**config.mk**
```make
export PLATFORM = sky130hd
export DESIGN_NAME = demux_1to3_reg
export DESIGN_NICKNAME = d
export VERILOG_FILES = /design/src/rtl/demux_1to3_reg.sv
export SDC_FILE = /design/constraint.sdc
export NUM_CORES = 1
export LEC_CHECK = 0
export CAP_MARGIN = 20
export CELL_PAD_IN_SITES_DETAIL_PLACEMENT = 0
export CELL_PAD_IN_SITES_GLOBAL_PLACEMENT = 1
export CORE_UTILIZATION = 54
export DETAILED_ROUTE_END_ITERATION = 8
export DONT_BUFFER_PORTS = 1
export PLACE_DENSITY_LB_ADDON = 0.1
export SLEW_MARGIN = 10
export SYNTH_ARGS = -nofsm -noshare
export SYNTH_HDL_FRONTEND = slang
export SYNTH_SLANG_ARGS = --single-unit
```
**constraint.sdc**
```tcl
create_clock -name clk -period 3.3 [get_ports clk]
set_input_delay 0 -clock clk [delete_from_list [all_inputs] [get_ports clk]]
set_output_delay 0 -clock clk [all_outputs]
set_load 0.1 [all_outputs]
```
**src/rtl/demux_1to3_reg.sv**
```systemverilog
// ---------------------------------------------------------------------------
// demux_1to3_reg
//
// Routes one input word to one of three output channels. Each output channel
// is a one-entry register slice with valid/ready handshaking. A select value
// of 2'b11 is invalid. Words sent with that select are dropped, and a
// saturating 8-bit error counter records each one.
//
// Ports
//   clk                   rising-edge clock
//   rst_n                 asynchronous active-low reset
//   in_data  [DATA_W-1:0] word to route
//   in_sel   [1:0]        00 -> a, 01 -> b, 10 -> c, 11 -> invalid (dropped)
//   in_valid              input word/select are valid
//   in_ready              block accepts the input this cycle (combinational)
//   a/b/c_data            registered channel data
//   a/b/c_valid           channel holds a word
//   a/b/c_ready           consumer takes the channel word this cycle
//   err_cnt  [7:0]        saturating count of words dropped for in_sel = 11
// ---------------------------------------------------------------------------
module demux_1to3_reg #(
   parameter int DATA_W = 32
) (
   input  logic              clk,
   input  logic              rst_n,
   input  logic [DATA_W-1:0] in_data,
   input  logic [1:0]        in_sel,
   input  logic              in_valid,
   output logic              in_ready,
   output logic [DATA_W-1:0] a_data,
   output logic              a_valid,
   input  logic              a_ready,
   output logic [DATA_W-1:0] b_data,
   output logic              b_valid,
   input  logic              b_ready,
   output logic [DATA_W-1:0] c_data,
   output logic              c_valid,
   input  logic              c_ready,
   output logic [7:0]        err_cnt
);

   typedef enum logic {
      CH_EMPTY = 1'b0,
      CH_FULL  = 1'b1
   } chan_state_e;

   chan_state_e       state_q [3];
   chan_state_e       state_d [3];
   logic [DATA_W-1:0] data_q  [3];
   logic [DATA_W-1:0] data_d  [3];
   logic [7:0]        err_cnt_q;
   logic [7:0]        err_cnt_d;

   logic [2:0] chan_ready;
   logic [2:0] load;
   logic       drop;
   logic       in_ready_c;
   logic       in_xfer;

   assign chan_ready = {c_ready, b_ready, a_ready};

   // The selected channel can accept a word if it is empty or is draining
   // this cycle. In the second case, the new word replaces the old one on the
   // same edge, so no bubble appears. Invalid selects are always accepted so
   // that they can be counted and discarded. in_valid is deliberately not
   // used here.
   always_comb begin
      in_ready_c = 1'b1;
      case (in_sel)
         2'b00:   in_ready_c = (state_q[0] == CH_EMPTY) || chan_ready[0];
         2'b01:   in_ready_c = (state_q[1] == CH_EMPTY) || chan_ready[1];
         2'b10:   in_ready_c = (state_q[2] == CH_EMPTY) || chan_ready[2];
         default: in_ready_c = 1'b1;
      endcase
   end

   assign in_xfer = in_valid && in_ready_c;

   // Decode an accepted transfer into a one-hot channel load or a drop.
   // in_sel is only looked at when in_valid is high, so garbage on in_sel
   // during idle cycles cannot change any state.
   always_comb begin
      load = 3'b000;
      drop = 1'b0;
      if (in_xfer) begin
         case (in_sel)
            2'b00:   load[0] = 1'b1;
            2'b01:   load[1] = 1'b1;
            2'b10:   load[2] = 1'b1;
            default: drop    = 1'b1;
         endcase
      end
   end

   // Per-channel EMPTY/FULL next state. A load always wins over a drain,
   // which keeps the channel FULL with the new word. Data is never cleared on
   // drain. It simply holds its last loaded value while the channel is EMPTY.
   always_comb begin
      for (int i = 0; i < 3; i++) begin
         state_d[i] = state_q[i];
         data_d[i]  = data_q[i];
         case (state_q[i])
            CH_EMPTY: begin
               if (load[i]) begin
                  state_d[i] = CH_FULL;
                  data_d[i]  = in_data;
               end
            end
            CH_FULL: begin
               if (load[i]) begin
                  data_d[i] = in_data;
               end else if (chan_ready[i]) begin
                  state_d[i] = CH_EMPTY;
               end
            end
            default: state_d[i] = CH_EMPTY;
         endcase
      end
   end

   // Error counter counts dropped words and sticks at 255.
   always_comb begin
      err_cnt_d = err_cnt_q;
      if (drop && (err_cnt_q != 8'hFF)) begin
         err_cnt_d = err_cnt_q + 8'd1;
      end
   end

   // State register. Reset empties every channel, discards held words and
   // clears the data and the counter immediately, without waiting for a clock.
   always_ff @(posedge clk or negedge rst_n) begin
      if (!rst_n) begin
         for (int i = 0; i < 3; i++) begin
            state_q[i] <= CH_EMPTY;
            data_q[i]  <= '0;
         end
         err_cnt_q <= 8'd0;
      end else begin
         for (int i = 0; i < 3; i++) begin
            state_q[i] <= state_d[i];
            data_q[i]  <= data_d[i];
         end
         err_cnt_q <= err_cnt_d;
      end
   end

   assign in_ready = in_ready_c;
   assign a_data   = data_q[0];
   assign b_data   = data_q[1];
   assign c_data   = data_q[2];
   assign a_valid  = (state_q[0] == CH_FULL);
   assign b_valid  = (state_q[1] == CH_FULL);
   assign c_valid  = (state_q[2] == CH_FULL);
   assign err_cnt  = err_cnt_q;

endmodule

```
After elaboration in Yosys (flattened, before gate mapping) --
Cells that the tools add are included. Widths: inputs -> output; s select.
Storage, ports and cells: register bits 107, input port bits 40, output and inout bits 108, logic and storage cells 43
Cells by class: bitwise operators 3, add/sub/neg operators 1, mux-type cells 22, equality and inequality tests 3, reductions and logical operators 7
Operators by type and width (count):
- $mux 32 | 3
- $mux 1 | 14
- $add 8x1->8 const B | 1
- $ne 8x8->1 const B | 1
- $pmux 1 s2 | 3
- $logic_or 1x1->1 | 3
- $mux 3 | 1
- $not 1->1 | 3
- $pmux 1 s3 | 1
- $reduce_or 3->1 | 1
- $eq 2x1->1 const B | 1
- $eq 2x2->1 const B | 1
- $logic_and 1x1->1 | 2
- $logic_not 2->1 | 1

Logic depth before layout (Yosys ltp) --
depth in word-level cells 7, depth in mapped cells 5, mapped depth without buffers 4

Least setup slack after synthesis --
No wires, ideal clock.
path kind register -> output, start reg state_q, in the netlist a_valid, end out in_ready, arrival 3.168 ns, cell stages (with the launch flop) 4, data required time 3.300 ns, path slack 0.132 ns, buffers on the path 0, cell sequence dfrtp_1 nand2b_1 mux2i_1 o21ai_0
On the way: longest elaborated chain between the ends 3
Ends and longest elaborated chain:
- start, declared | line 47 | chan_state_e state_q [3];
- start signal, assigned by index | line 140 | state_q[i] <= state_d[i];
- $not 1->1
- $logic_or 1x1->1 | line 70 | 2'b00: in_ready_c = (state_q[0] == CH_EMPTY) || chan_ready[0];
- $pmux 1 s3 | line 69 | case (in_sel)
- end, declared | line 29 | output logic in_ready,
Every way passes these cells.

Worst setup path after layout --
start reg state_q, in the netlist c_valid, end reg data_q, in the netlist c_data[23]
On the way: longest elaborated chain between the ends 5
Ends and longest elaborated chain:
- $not 1->1
- $logic_or 1x1->1 | line 72 | 2'b10: in_ready_c = (state_q[2] == CH_EMPTY) || chan_ready[2];
- $pmux 1 s3 | line 69
- $logic_and 1x1->1 | line 77 | assign in_xfer = in_valid && in_ready_c;
- $mux 3 | line 85 | if (in_xfer) begin
- end signal, assigned by index | line 141 | data_q[i] <= data_d[i];
- end, declared | line 49 | logic [DATA_W-1:0] data_q [3];
Every way passes these cells. A chain may end at the register's enable or synchronous reset.

==> metrics.csv <==
stage,metric,value,unit
status,status,finished clean,
floorplan,Die Width,89.6,um
place,gpl congestion,0.695,
yosys,Yosys reg bits,107,
cells_and_area,ant diodes,0,
timing,"Hold Violations, Final",0,
detailed_routing,Initial DRT Pass Iterations,4,
setup_path,FF-to-FF End,c_data[23],
yosys,post-synthesis sequential area ratio,64.7,%
detailed_routing,1st-iter DRT viols,76,
timing,Max transition margin,37.8,%
detailed_routing,via count,2268,
setup_path,r2r worst-path depth,4,
setup_path,Worst R2R Start,c_valid,
timing,TNS Setup,0,ps
cells_and_area,layout cell share with drive strength beyond 1,40.8,%
timing,Clock Skews,10.7,ps
detailed_routing,drt drc,0,
clocking,CTS tree,built,
run,max-cap viol count,0,
place,HPWL after DPL,5090,um
global_routing,largest net degree at the start of global routing,108,
cells_and_area,Final #Nets,350,
global_routing,Tot GR Track Use,20.4,%
clocking,Clock Path Buffers,2,
timing,minimum clock period after layout,2150,ps
floorplan,Initial Util,56.5,%
global_routing,first-pass GRT wire length,12000,um
clocking,H-tree depth,3,
yosys,Synthesized Nets,297,
setup_path,Slowest cell on crit path,dfrtp_1,
setup_path,crit end category,flop,
clocking,Clock Sinks,107,
detailed_routing,via density per instance,5.49,
setup_path,Worst Path Max Fanout,32,
floorplan,Core ar.,7330,um^2
timing,fin. max-slew vios,0,
setup_path,Worst Path Required,3530,ps
global_routing,vias in the first global route,2231,
timing,max frequency,0.466,GHz
setup_path,Worst Setup SP,c_valid,
clocking,CTS buffer count,9,
clocking,clock slew at reported path FFs,100,ps
yosys,Ys Warns,0,
clocking,Root Driver,clkbuf_8,
yosys,Mean Syn Cell Area,16.2,um^2
yosys,Netlist Area Pre-Place,4140,um^2
cells_and_area,Layout Utilization,66.9,%
yosys,post-synth cell types,23,
detailed_routing,Final ANT Viol Nets,0,
setup_path,crit path DAT,2380,ps
global_routing,initial antenna violation count,0,
cells_and_area,"commonest non-fill, non-tap cell in the layout",dfrtp_1,
cells_and_area,most frequent cells in the layout,"dfrtp_1, mux2_2, dlygate4sd3_1",
global_routing,GRT overflow,0,
setup_path,CP peak stage delay,740,ps
setup_path,cells along the critical path,nand2b_1 -> nor3b_4 -> buf_4 -> mux2_2,
cells_and_area,FILL cells,541,
yosys,Post-Synthesis Cells,256,
timing,setup violators final,0,
floorplan,Vert. Die Dim,89.6,um
cells_and_area,area grow syn2layout,18.5,%
timing,crit share post-route,65.1,%
detailed_routing,DR WL/cell,19.3,um
place,port buffer count,0,
setup_path,Critical Path End,c_data[23],
worst_hold_path,hold path cells,3,
worst_hold_path,worst hold path class,in -> reg,
floorplan,Row Count,31,
floorplan,die area,8020,um^2
setup_path,Startpoint Class,flop,
timing,slew at the pin closest to its max-slew limit,934,ps
floorplan,IO Count,148,
clocking,worst-skew pair later-pin latency,350,ps
setup_path,flop2flop setup slack,1150,ps
detailed_routing,Post-Route WL,7970,um
setup_path,kind of critical path,reg -> reg,
timing,unrepaired setup endpoints after global routing,no,
## stage by stage
step	setup WS (ps)	cells	cell area (um^2)	hold slack, ps
floorplan	132	256	4140	-296
detailed placement	1160	357	4280	-293
CTS	1140	413	4910	15.5
global placement	1180	357	4280	-294
finish	1150	413	4910	29.4
global route	994	413	4910	35.3
## critical path, delay by kind of cell (launching register included)
kind                   cells  cell delay [ps]
buffers and inverters      1              400
DFF                        1              740
muxes                      1              380
and+or+nand+nor            2              490
## routing by layer
layer / GRT usage (%) / up-vias / part of all wire [%]
li1: - / 1012 / -
met1: 25.6 / 1152 / 40
met2: 32.5 / 93 / 49
met3: 7.57 / 11 / 9.8
met4: 7.36 / 0 / 1.4
met5: 0 / - / 0
## cells in the mapped netlist, drive strengths merged
| library cell | n | area, um^2 |
|---|---|---|
| xnor2 | 4 | 35.0 |
| o21ai | 4 | 20.0 |
| nor2b | 1 | 8.76 |
| mux2 | 100 | 1130 |
| nor3 | 1 | 5.00 |
| nand3 | 1 | 5.00 |
| nand2b | 4 | 25.0 |
| o211ai | 2 | 15.0 |
| and4 | 1 | 8.76 |
| ha | 1 | 12.5 |
| o2111ai | 1 | 8.76 |
| and3 | 3 | 18.8 |
| nand2 | 7 | 26.3 |
| nor2 | 1 | 3.75 |
| mux2i | 1 | 10.0 |
| nand4 | 4 | 25.0 |
| dfrtp | 107 | 2680 |
| buf | 11 | 81.3 |
| nor3b | 1 | 18.8 |
| nand3b | 1 | 7.51 |
## cell families after synthesis
family / count (synthesis) / synth area share [%]
adders and majority gates: 1 / 0.302
and+or+nand+nor: 25 / 3.69
AOI/OAI and AO/OA: 7 / 1.06
buffers and inverters: 11 / 1.96
DFF: 107 / 64.7
xor gates and xnor gates: 4 / 0.846
muxes: 101 / 27.4
## worst min path at each step
stage              start          to  slack [ps]
4_1_cts        in_sel[1]  err_cnt[6]          20
3_5_place_dp       rst_n  err_cnt[2]        -290
6_report       in_sel[1]  err_cnt[7]          30
3_3_place_gp       rst_n  err_cnt[2]        -290
2_1_floorplan      rst_n   a_data[0]        -300
5_1_grt        in_sel[1]  err_cnt[6]          40
## state kept, by name, indices dropped and copies added, names as in the netlist
| register | count |
|---|---|
| b_valid | 1 |
| c_data | 32 |
| a_data | 32 |
| c_valid | 1 |
| b_data | 32 |
| err_cnt | 8 |
| a_valid | 1 |
## cell type report
class	count	area, um^2	area share (%)
multi-input cells	138	1390	28.2
repair buffers	53	515	10.5
well taps	99	124	2.52
clock buffers	11	141	2.88
flip-flops and latches	107	2680	54.6
clock inverters	5	62.6	1.28
## repair_timing
action,in CTS,in global routing
hold endpoints to repair,206,0
hold buffers,40,0
resized for setup,0,0
setup buffers,0,0
Power is left out: the tool's default activity adds up to more than one toggle a clock period on the data nets, which glitch-free logic cannot reach.
